===== src/rtl/frame_streamer_pkg.sv =====
// Shared types and helpers for the frame streamer.
//   clog2     : constant-foldable ceiling log2, used for port/counter widths
//   state_t   : streamer FSM states
//   pixel_t   : one RAM word = CH_NUM channels of DIN_WIDTH bits
package frame_streamer_pkg;

   localparam int DIN_WIDTH = 8;
   localparam int CH_NUM    = 4;

   function automatic int clog2(input int value);
      int result;
      result = 0;
      while ((64'd1 << result) < 64'(value)) result = result + 1;
      return result;
   endfunction

   typedef enum logic [2:0] {
      IDLE,
      RUN,
      GAP,
      FLUSH,
      DONE
   } state_t;

   typedef logic [CH_NUM-1:0][DIN_WIDTH-1:0] pixel_t;

endpackage


===== src/rtl/frame_streamer_if.sv =====
// Frame-buffer read port plus the pixel stream towards the convolution datapath.
//   mem_rd_en / mem_rd_addr : read request, data returns one cycle later
//   mem_rd_data             : registered RAM output
//   frame_start / din_vld / din : pixel stream, no backpressure
// master = streamer, slave = RAM + datapath side.
interface frame_streamer_if #(
   parameter int ADDR_WIDTH = 16
) ();
   import frame_streamer_pkg::*;

   logic                  mem_rd_en;
   logic [ADDR_WIDTH-1:0] mem_rd_addr;
   pixel_t                mem_rd_data;
   logic                  frame_start;
   logic                  din_vld;
   pixel_t                din;

   modport master (
      output mem_rd_en,
      output mem_rd_addr,
      input  mem_rd_data,
      output frame_start,
      output din_vld,
      output din
   );

   modport slave (
      input  mem_rd_en,
      input  mem_rd_addr,
      output mem_rd_data,
      input  frame_start,
      input  din_vld,
      input  din
   );
endinterface


===== src/rtl/frame_addr_gen.sv =====
// Raster scan counters for the frame streamer.
//   clear     : restart at pixel (0,0), address 0
//   advance   : one pixel read issued this cycle, step to the next pixel
//   frame_h/w : latched, already clamped frame dimensions
//   addr      : linear word address y*frame_w + x, kept as a running count
//   row_end   : current pixel is the last of its row
//   frame_end : current pixel is the last of the frame
module frame_addr_gen #(
   parameter int H_WIDTH    = 9,
   parameter int W_WIDTH    = 9,
   parameter int ADDR_WIDTH = 16
) (
   input  logic                  clk,
   input  logic                  reset_n,
   input  logic                  clear,
   input  logic                  advance,
   input  logic [H_WIDTH-1:0]    frame_h,
   input  logic [W_WIDTH-1:0]    frame_w,
   output logic [ADDR_WIDTH-1:0] addr,
   output logic                  row_end,
   output logic                  frame_end
);

   logic [W_WIDTH-1:0] x;
   logic [H_WIDTH-1:0] y;

   assign row_end   = (x == frame_w - W_WIDTH'(1));
   assign frame_end = row_end && (y == frame_h - H_WIDTH'(1));

   always_ff @(posedge clk or negedge reset_n) begin
      if (!reset_n) begin
         x    <= '0;
         y    <= '0;
         addr <= '0;
      end else if (clear) begin
         x    <= '0;
         y    <= '0;
         addr <= '0;
      end else if (advance) begin
         addr <= addr + ADDR_WIDTH'(1);
         if (row_end) begin
            x <= '0;
            y <= y + H_WIDTH'(1);
         end else begin
            x <= x + W_WIDTH'(1);
         end
      end
   end

endmodule


===== src/rtl/frame_streamer.sv =====
// Streams one frame from the frame-buffer RAM into the convolution datapath.
//   clk, reset_n     : clock, async active-low reset
//   frame_h, frame_w : frame size, sampled when start is accepted (clamped to MAX)
//   start/busy/done  : sequencer handshake
//   hold             : pauses new RAM reads (reads in flight still emit)
//   strm             : RAM read port and pixel stream (master side)
//
// state | meaning
// IDLE  | waiting for start
// RUN   | one RAM read per cycle unless hold is high
// GAP   | ROW_GAP idle cycles between rows for the row-buffer rotation
// FLUSH | last read data returning from RAM
// DONE  | one-cycle done pulse, busy already low
module frame_streamer
   import frame_streamer_pkg::*;
#(
   parameter int FRAME_H_MAX = 224,
   parameter int FRAME_W_MAX = 224,
   parameter int ROW_GAP     = 2,
   parameter int ADDR_WIDTH  = clog2(FRAME_H_MAX * FRAME_W_MAX),
   localparam int H_WIDTH    = clog2(FRAME_H_MAX) + 1,
   localparam int W_WIDTH    = clog2(FRAME_W_MAX) + 1
) (
   input  logic               clk,
   input  logic               reset_n,
   input  logic [H_WIDTH-1:0] frame_h,
   input  logic [W_WIDTH-1:0] frame_w,
   input  logic               start,
   input  logic               hold,
   output logic               busy,
   output logic               done,
   frame_streamer_if.master   strm
);

   localparam int GAP_W = clog2(ROW_GAP + 2);
   localparam logic [GAP_W-1:0] GAP_LOAD = GAP_W'((ROW_GAP > 0) ? ROW_GAP - 1 : 0);
   localparam bit HAS_GAP = (ROW_GAP > 0);

   state_t                 state;
   logic [H_WIDTH-1:0]     fh_q;
   logic [W_WIDTH-1:0]     fw_q;
   logic [GAP_W-1:0]       gap_cnt;
   logic                   first_pend;
   logic                   din_vld_q;
   logic                   frame_start_q;

   logic [H_WIDTH-1:0]     h_clamped;
   logic [W_WIDTH-1:0]     w_clamped;
   logic                   accept;
   logic                   dim_zero;
   logic                   rd_en;
   logic [ADDR_WIDTH-1:0]  rd_addr;
   logic                   row_end;
   logic                   frame_end;

   assign h_clamped = (frame_h > H_WIDTH'(FRAME_H_MAX)) ? H_WIDTH'(FRAME_H_MAX) : frame_h;
   assign w_clamped = (frame_w > W_WIDTH'(FRAME_W_MAX)) ? W_WIDTH'(FRAME_W_MAX) : frame_w;

   assign accept   = (state == IDLE) && start;
   assign dim_zero = (fh_q == '0) || (fw_q == '0);
   // Read strobe follows hold in the same cycle so a paused cycle never issues a read.
   assign rd_en    = (state == RUN) && !hold && !dim_zero;

   frame_addr_gen #(
      .H_WIDTH    (H_WIDTH),
      .W_WIDTH    (W_WIDTH),
      .ADDR_WIDTH (ADDR_WIDTH)
   ) u_addr_gen (
      .clk       (clk),
      .reset_n   (reset_n),
      .clear     (accept),
      .advance   (rd_en),
      .frame_h   (fh_q),
      .frame_w   (fw_q),
      .addr      (rd_addr),
      .row_end   (row_end),
      .frame_end (frame_end)
   );

   always_ff @(posedge clk or negedge reset_n) begin
      if (!reset_n) begin
         state   <= IDLE;
         busy    <= 1'b0;
         done    <= 1'b0;
         fh_q    <= '0;
         fw_q    <= '0;
         gap_cnt <= '0;
      end else begin
         done <= 1'b0;
         case (state)
            IDLE: begin
               if (start) begin
                  fh_q  <= h_clamped;
                  fw_q  <= w_clamped;
                  busy  <= 1'b1;
                  state <= RUN;
               end
            end
            RUN: begin
               if (dim_zero) begin
                  busy  <= 1'b0;
                  done  <= 1'b1;
                  state <= DONE;
               end else if (!hold && frame_end) begin
                  state <= FLUSH;
               end else if (!hold && row_end && HAS_GAP) begin
                  gap_cnt <= GAP_LOAD;
                  state   <= GAP;
               end
            end
            GAP: begin
               if (gap_cnt == '0) state <= RUN;
               else               gap_cnt <= gap_cnt - GAP_W'(1);
            end
            FLUSH: begin
               busy  <= 1'b0;
               done  <= 1'b1;
               state <= DONE;
            end
            DONE: begin
               state <= IDLE;
            end
            default: begin
               busy  <= 1'b0;
               state <= IDLE;
            end
         endcase
      end
   end

   // Pixel stream: valid trails the read strobe by the RAM's one-cycle latency.
   always_ff @(posedge clk or negedge reset_n) begin
      if (!reset_n) begin
         din_vld_q     <= 1'b0;
         frame_start_q <= 1'b0;
         first_pend    <= 1'b0;
      end else begin
         din_vld_q     <= rd_en;
         frame_start_q <= rd_en && first_pend;
         if (accept)     first_pend <= 1'b1;
         else if (rd_en) first_pend <= 1'b0;
      end
   end

   assign strm.mem_rd_en   = rd_en;
   assign strm.mem_rd_addr = rd_addr;
   assign strm.din_vld     = din_vld_q;
   assign strm.frame_start = frame_start_q;
   assign strm.din         = strm.mem_rd_data;

endmodule


===== src/flat_wrapper.sv =====
// flat-port wrapper written by rule: the top's interface ports become plain ports
module frame_streamer_flat import frame_streamer_pkg::*;
#(
   parameter int FRAME_H_MAX = 224,
   parameter int FRAME_W_MAX = 224,
   parameter int ROW_GAP     = 2,
   parameter int ADDR_WIDTH  = clog2(FRAME_H_MAX * FRAME_W_MAX),
   localparam int H_WIDTH    = clog2(FRAME_H_MAX) + 1,
   localparam int W_WIDTH    = clog2(FRAME_W_MAX) + 1
)
  (clk, reset_n, frame_h, frame_w, start, hold, busy, done, strm_mem_rd_en, strm_mem_rd_addr, strm_mem_rd_data, strm_frame_start, strm_din_vld, strm_din);
  frame_streamer_if #(.ADDR_WIDTH(ADDR_WIDTH)) strm_i ();
  input  logic clk;
  input  logic reset_n;
  input  logic [H_WIDTH-1:0] frame_h;
  input  logic [W_WIDTH-1:0] frame_w;
  input  logic start;
  input  logic hold;
  output logic busy;
  output logic done;
  output wire logic [$bits(strm_i.mem_rd_en)-1:0] strm_mem_rd_en;
  output wire logic [$bits(strm_i.mem_rd_addr)-1:0] strm_mem_rd_addr;
  input wire logic [$bits(strm_i.mem_rd_data)-1:0] strm_mem_rd_data;
  output wire logic [$bits(strm_i.frame_start)-1:0] strm_frame_start;
  output wire logic [$bits(strm_i.din_vld)-1:0] strm_din_vld;
  output wire logic [$bits(strm_i.din)-1:0] strm_din;
  assign strm_mem_rd_en = strm_i.mem_rd_en;
  assign strm_mem_rd_addr = strm_i.mem_rd_addr;
  assign strm_i.mem_rd_data = strm_mem_rd_data;
  assign strm_frame_start = strm_i.frame_start;
  assign strm_din_vld = strm_i.din_vld;
  assign strm_din = strm_i.din;
  frame_streamer #(.FRAME_H_MAX(FRAME_H_MAX), .FRAME_W_MAX(FRAME_W_MAX), .ROW_GAP(ROW_GAP), .ADDR_WIDTH(ADDR_WIDTH)) u_core (.clk(clk), .reset_n(reset_n), .frame_h(frame_h), .frame_w(frame_w), .start(start), .hold(hold), .busy(busy), .done(done), .strm(strm_i));
endmodule

===== config.mk =====
export PLATFORM = sky130hd
export DESIGN_NAME = frame_streamer_flat
export DESIGN_NICKNAME = d
export VERILOG_FILES = /design/src/rtl/frame_streamer_pkg.sv /design/src/rtl/frame_streamer_if.sv /design/src/rtl/frame_addr_gen.sv /design/src/rtl/frame_streamer.sv /design/src/flat_wrapper.sv
export SDC_FILE = /design/constraint.sdc
export NUM_CORES = 1
export LEC_CHECK = 0
export BUFFER_PORTS_ARGS = -buffer_cell sky130_fd_sc_hd__buf_2
export CAP_MARGIN = 0
export CORE_AREA = 2 2 120 122
export CTS_CLUSTER_SIZE = 40
export DETAILED_ROUTE_END_ITERATION = 8
export DIE_AREA = 0 0 122 124
export PLACE_DENSITY = 0.45
export SLEW_MARGIN = 20
export SYNTH_ARGS = -nofsm -noshare
export SYNTH_HDL_FRONTEND = slang
export SYNTH_SLANG_ARGS = --single-unit

===== constraint.sdc =====
create_clock -name clk -period 2.7 [get_ports clk]
set_clock_uncertainty 0.15 [all_clocks]
set_input_delay 0.27 -clock clk [delete_from_list [all_inputs] [get_ports clk]]
set_output_delay 0.27 -clock clk [all_outputs]
set_load 0.05 [all_outputs]

==> results by group, run 1 <==
Clock tree
  – CTS H-tree lvls: 3
  – Clock Sinks: 62
  – Clk buf depth: 2
  – Clk_lat worst skew: between 0.3 and 0.4 ns
  – Reg clk slew, reported paths: 0.06 ns
  – CTS Root Cell: clkbuf_16
  – CTS tree: built
  – CTS buffer count: 9

Yosys
  – FFs w/ async S/R, synth: 1.00
  – Sequential share of the synthesized area: 0.423
  – Post-synth EDFFs: 0
  – Top_reg_cell synth: dfrtp_1
  – Syn_nets: between 400 and 500
  – Synth area leaders: dfrtp_1, buf_4, xnor2_1
  – Synth Warn #: 0
  – Synth unique cells: 48
  – Syn avg cell area: approximately 9.1 sq um
  – Post-Synthesis Cells: 403
  – Synth area leader: dfrtp_1
  – Share of the synthesized area in the top cell type: 0.423
  – Netlist Area Pre-Place: 3660 sq um
  – FF+latch count, synth: slightly above 60

Final layout
  – Number of diodes: 0
  – Final core utilization: 0.322
  – Area Overhead vs Synth: 20.5%
  – Nets: 501
  – Fraction of layout cells with a size suffix above 1: 0.240
  – Fillers: roughly 1400
  – Reg area: about 1600 sq um
  – Finished Cell Area: 4410 sq um
  – Area of the multi-input gates: 1860 sq um

Pwr
  – Comb power frac: 0.441
  – Sequential group share of total power: 0.303
  – Cell Pwr Density: 1050 nW/um^2
  – Clock share of power: 0.256
  – Worst ir drop on vdd: 0.465 mV
  – Tot Pwr: 4.63 mW
  – Leakage power: 1.94 nW
  – NetSw: 1.87 mW
  – Net Sw Frac: 0.404
  – Internal power: 2.76 mW

Routing
  – ANT nets after route: 0
  – Initial DRC count: approximately 170
  – Via count: 2994
  – Final wirelength: 9010 microns
  – # DRC: 0
  – Routed len/inst: between 10 and 15 microns
  – Drt pass-1 iters: 4
  – Vias per inst: 4.78

Worst setup path
  – R2R Setup Slk: 0.02 ns
  – Critical path peak fanout: 6
  – Critical path arrival: 2.79 ns
  – CP Launch Point: u_core.fw_q[1]$_DFFE_PN0P_
  – Worst r2r src: u_core.fw_q[1]$_DFFE_PN0P_
  – Critical path capture point type: flop
  – Worst Path Class, Setup: flop to flop
  – Req. time, crit path: 2.80 ns
  – Critical Path Start Type: flop

Timing
  – Final worst slack: 0.0169 ns
  – Final hold violations: 62
  – Final Critical Period: 2.68 ns
  – Period utilization: 0.994
  – Slew HR: 0.445
  – Min Hold Slack: -0.0271 ns
  – RSZ-0062 raised after global routing: yes
  – Final setup viols: 0
  – Tightest Pin Transition: 0.832 ns
  – FMAX: 0.373 GHz
  – Pins Over Slew Limit: 0

Global route
  – Gr ovfl total: 0
  – Largest net degree at the start of global routing: 63
  – First-pass GRT wire length: approximately 15000 microns
  – Vias in the first global route: a little over 3000
  – Initial antenna violation count: 0
  – Gr usage total: 0.126

Die
  – Die area: 15100 sq um
  – Core Region: 13700 sq um
  – Die height: 124 microns
  – Die width: roughly 120 microns
  – Initial core utilization: 0.267
  – Row Count: 43
  – IO Pins: 107

Placement
  – IO Port Bufs: 42
  – Final Wtd Congestion: 0.738
  – Post-DP HPWL: 6410 microns
  – Pre-CTS WS: -0.0536 ns
  – Placed Area: 3990 sq um

Status
  – Failing checks: hold timing
  – Run status: finished with violations

Hold path
  – Hold Path Class: input port to async pin

Job
  – Max-Cap Viols: 0
[per-layer routing]
layer  share of wire  GRT usage  vias up
li1                -          -     1464
met1            0.46      0.158     1438
met2            0.47      0.208       76
met3           0.046     0.0302       16
met4           0.021     0.0539        0
met5               0          0        -
[final timing paths]
path / endpoint / cells after the start
max: u_core.u_addr_gen.y[7]$_DFFE_PN0P_ / 9
min: u_core.fh_q[1]$_DFFE_PN0P_ / 2
max reg2reg: u_core.u_addr_gen.y[7]$_DFFE_PN0P_ / 9
min reg2reg: u_core.first_pend$_DFFE_PN0P_ / 2
max in group asynchronous: u_core.fw_q[1]$_DFFE_PN0P_ / 2
min in group clk: u_core.fh_q[0]$_DFFE_PN0P_ / 3
[worst max-delay path, stage by stage (launching register included)]
cell and delay [ns]:
dfrtp_1 0.39, buf_4 0.16, or4_4 0.55, nor4_2 0.28, a21oi_1 0.06, o21ai_1 0.13, buf_4 0.17, nand4_4 0.14
or4_1 0.43, a21oi_1 0.15
[power by group through the flow]
stage | sequential (mW) | clock [mW] | combinational (mW)
final | 1.40 | 1.19 | 2.04
after global routing | 1.44 | 1.26 | 2.27
after CTS | 1.40 | 1.22 | 1.95
after detailed placement | 1.41 | 0 | 1.89
after global placement | 1.40 | 0 | 1.87
after floorplan | 1.47 | 0 | 1.37
[placed cells by master (no fill, tap or decap), types with 2 or more instances in the layout]
cell type    n
nor4b_1      3
nand3_1     15
a22o_1       8
buf_4       30
dfrtp_1     62
or3_1        8
o21ai_0     26
a21oi_1     23
nor4_1       2
xnor2_1     21
nand2_1     42
nor3_1      16
nor2b_1      5
or4_4        3
mux2i_1      3
inv_1       10
buf_2       41
a211o_1      2
clkbuf_16    9
clkinvlp_4   2
o21ai_2      2
xor2_1      12
nand4b_1     2
nor2_1      29
and3_1       6
and2_1       7
o31ai_1      2
a31oi_1      8
ha_1         5
inv_2        2
nand4_1      7
nand4_4      2
or4_1        2
nand2b_1     2
[cell usage after synthesis (9+ instances only)]
| master | count |
|---|---|
| buf_4 | 32 |
| a21oi_1 | 25 |
| nor3_1 | 16 |
| inv_1 | 12 |
| nand2_1 | 42 |
| xnor2_1 | 22 |
| xor2_1 | 12 |
| nor2_1 | 29 |
| dfrtp_1 | 62 |
| o21ai_0 | 28 |
| or3_1 | 9 |
| nand3_1 | 15 |
[state kept, by name, indices dropped and copies added (netlist names)]
signal,flops
u_core.fh_q,9
u_core.gap_cnt,2
u_core.done,1
u_core.busy,1
u_core.strm.frame_start,1
u_core.first_pend,1
u_core.state,3
u_core.u_addr_gen.y,9
u_core.u_addr_gen.addr,16
u_core.u_addr_gen.x,9
u_core.fw_q,9
u_core.strm.din_vld,1
[per-stage QoR]
stage               cells  setup TNS [ns]
detailed placement    606          -0.203
global route          626          -0.539
floorplan             403               0
global placement      606               0
finish                626               0
CTS                   624        -0.00493
[layout make-up]
| class | count | share of cell area |
|---|---|---|
| clock buffers | 11 | 0.0550 |
| well taps | 180 | 0.0510 |
| flip-flops and latches | 62 | 0.351 |
| repair buffers | 71 | 0.0975 |
| clock inverters | 5 | 0.0133 |
| inverters | 12 | 0.0102 |
| multi-input cells | 285 | 0.421 |
[logic make-up after synthesis]
group,Yosys count,synth area share
simple gates,157,0.224
flops,62,0.423
compound gates,84,0.143
mux,4,0.0113
buf+inv,56,0.0966
xor+xnor,34,0.0813
fa+ha+maj,6,0.0205
[what timing repair did]
| action | 4_1_cts | 5_1_grt |
|---|---|---|
| buffers inserted | 2 | 2 |
| hold buffers | 0 | 0 |
| endpoints found under the setup margin | 8 | 31 |
| pin swaps | 4 | 8 |
| hold endpoints to repair | 0 | 0 |
| resized for setup | 5 | 16 |
Note: power is estimated with default switching activity, not from simulation.
==> inputs of run 2 (changes only) <==
- CELL_PAD_IN_SITES_DETAIL_PLACEMENT: unset -> 0
- CELL_PAD_IN_SITES_GLOBAL_PLACEMENT: unset -> 1
- PLACE_DENSITY: 0.45 -> 0.58
==> results by group, run 2 (same netlist as run 1, synthesis figures left out) <==
Status
  – Run status: finished with violations (unchanged)
  – Failing checks: hold timing, setup timing (was hold timing)

Final layout
  – Area Overhead vs Synth: 21.5% (was 20.5%)
  – Most flops, register: u_core.u_addr_gen.addr (unchanged)
  – Number of diodes: 0 (unchanged)
  – Fillers: 1426 (was 1435)
  – Fraction of layout cells with a size suffix above 1: 0.247 (was 0.240)
  – Number of flip-flops in the largest register: 16 (unchanged)
  – Finished Cell Area: 4450 sq um (was 4410 sq um)
  – Nets: 504 (was 501)
  – Most frequent cells in the layout: dfrtp_1, nand2_1, buf_2 (unchanged)
  – Commonest non-fill, non-tap cell in the layout: dfrtp_1 (unchanged)
  – Final non-filler cell total: 629 (was 626)
  – Final core utilization: 0.324 (was 0.322)

Timing
  – Final worst slack: -0.0240 ns (was 0.0169 ns)
  – Final setup viols: 2 (was 0)
  – Slew HR: 0.455 (was 0.445)
  – FMAX: 0.367 GHz (was 0.373 GHz)
  – Final hold violations: 62 (unchanged)
  – Min Hold Slack: -0.0220 ns (was -0.0271 ns)
  – Pins Over Slew Limit: 0 (unchanged)
  – Final Critical Period: 2.72 ns (was 2.68 ns)
  – RSZ-0062 raised after global routing: yes (unchanged)
  – Period utilization: 1.01 (was 0.994)
  – Tightest Pin Transition: 0.817 ns (was 0.832 ns)

Clock tree
  – Clk buf depth: 2 (unchanged)
  – CTS H-tree lvls: 3 (unchanged)
  – CTS tree: built (unchanged)
  – Clk_lat worst skew: 0.33 ns (about the same)
  – Hold-fix buffers at CTS: 0 (unchanged)
  – Reg clk slew, reported paths: 0.05 ns (was 0.06 ns)
  – CTS Root Cell: clkbuf_16 (unchanged)
  – CTS buffer count: 9 (unchanged)
  – Clock Sinks: 62 (unchanged)

Routing
  – Initial DRC count: 156 (was 166)
  – Final wirelength: 9100 microns (was 9010 microns)
  – ANT nets after route: 0 (unchanged)
  – Routed len/inst: 14.5 microns (was 14.4 microns)
  – Drt pass-1 iters: 4 (unchanged)
  – # DRC: 0 (unchanged)
  – Vias per inst: 4.79 (was 4.78)
  – Via count: 3014 (was 2994)

Placement
  – IO Port Bufs: 42 (unchanged)
  – Placed Area: 4020 sq um (was 3990 sq um)
  – Post-DP HPWL: 6670 microns (was 6410 microns)
  – Final Wtd Congestion: 0.829 (was 0.738)
  – Placed instance count: 609 (was 606)

Global route
  – Gr ovfl total: 0 (unchanged)
  – Gr usage total: 0.127 (was 0.126)
  – Largest net degree at the start of global routing: 63 (unchanged)
  – First-pass GRT wire length: 15000 microns (was 14900 microns)
  – Initial antenna violation count: 0 (unchanged)
  – Vias in the first global route: 2983 (was 3059)

Pwr
  – Cell Pwr Density: 1050 nW/um^2 (about the same)
  – Tot Pwr: 4.68 mW (was 4.63 mW)
  – Leakage power: 1.97 nW (was 1.94 nW)
  – Worst ir drop on vdd: 0.373 mV (was 0.465 mV)

Die
  – Core Region: 13700 sq um (unchanged)
  – Die width: 122 microns (unchanged)
  – Row Count: 43 (unchanged)
  – Initial core utilization: 0.267 (unchanged)
  – Die area: 15100 sq um (unchanged)
  – IO Pins: 107 (unchanged)
  – Die height: 124 microns (unchanged)

Worst setup path
  – Req. time, crit path: 2.81 ns (was 2.80 ns)
  – Worst r2r src: u_core.fw_q[0]$_DFFE_PN0P_ (was u_core.fw_q[1]$_DFFE_PN0P_)
  – R2R Setup Slk: -0.02 ns (was 0.02 ns)
  – Critical path capture point type: flop (unchanged)
  – Worst reg2reg path depth: 9 (unchanged)
  – Critical path arrival: 2.84 ns (was 2.79 ns)
  – Critical Path Start Type: flop (unchanged)
  – FF-to-FF End: u_core.u_addr_gen.y[7]$_DFFE_PN0P_ (unchanged)
  – Worst Path Class, Setup: flop to flop (unchanged)
  – Critical path peak fanout: 6 (unchanged)

Hold path
  – Hold Path Class: input port to async pin (unchanged)

Job
  – Max-Cap Viols: 0 (unchanged)
-- run 2: cell types whose count changed in the layout (fill, tap and decap cells not counted), sizes merged --
cell and change:
buf +3
-- run 2: repair_timing --
item	CTS	global route
gates resized for setup	3	20
endpoints found under the setup margin	4	23
setup buffers	0	4
pin swaps	0	4
-- run 2: per-stage QoR --
step,worst slack (ns),TNS [ns]
5_1_grt,-0.159,-1.35
2_1_floorplan,0.0281,0
4_1_cts,0.0180,0
6_report,-0.0240,-0.0469
3_3_place_gp,0.0414,0
3_5_place_dp,-0.00826,-0.00826
-- run 2: layout make-up --
cell class	instances	area [sq um]	share of cell area
sequential	62	1550	0.349
inverter	12	45.0	0.0101
clock buffer	11	243	0.0545
timing repair buffer	74	469	0.105
clock inverter	5	58.8	0.0132
tap	180	225	0.0506
multi-input combinational	285	1860	0.418
-- run 2: how the worst max path moves through the flow --
stage	from	to	slack (ns)	cells after the start
global route	u_core.fw_q[0]$_DFFE_PN0P_	u_core.u_addr_gen.y[7]$_DFFE_PN0P_	-0.16	9
floorplan	u_core.fw_q[0]$_DFFE_PN0P_	u_core.u_addr_gen.y[7]$_DFFE_PN0P_	0.03	9
detailed placement	u_core.fw_q[0]$_DFFE_PN0P_	u_core.u_addr_gen.y[4]$_DFFE_PN0P_	-0.008	9
global placement	u_core.fw_q[1]$_DFFE_PN0P_	u_core.u_addr_gen.y[5]$_DFFE_PN0P_	0.04	9
CTS	u_core.fw_q[0]$_DFFE_PN0P_	strm_mem_rd_en	0.02	9
finish	u_core.fw_q[0]$_DFFE_PN0P_	u_core.u_addr_gen.y[7]$_DFFE_PN0P_	-0.02	9
-- run 2: layer usage --
layer | wire [microns] | track usage
met2 | 4180 | 0.201
met3 | 488 | 0.0334
met5 | 0 | 0
met1 | 4210 | 0.166
met4 | 211 | 0.0489
-- run 2: worst max-delay path: stages (launching register included) --
cell	delay, ns
dfrtp_1	0.39
inv_2	0.09
ha_4	0.14
nor3b_4	0.27
nand2_1	0.09
or4_4	0.44
a32oi_4	0.34
nand4_4	0.17
or4_4	0.44
a21oi_2	0.13
-- run 2: power breakdown --
group,leakage [nW],switching (mW),total [mW],internal (mW)
clock,0.142,0.417,1.16,0.739
combinational,1.00,1.22,2.14,0.917
sequential,0.821,0.243,1.39,1.15
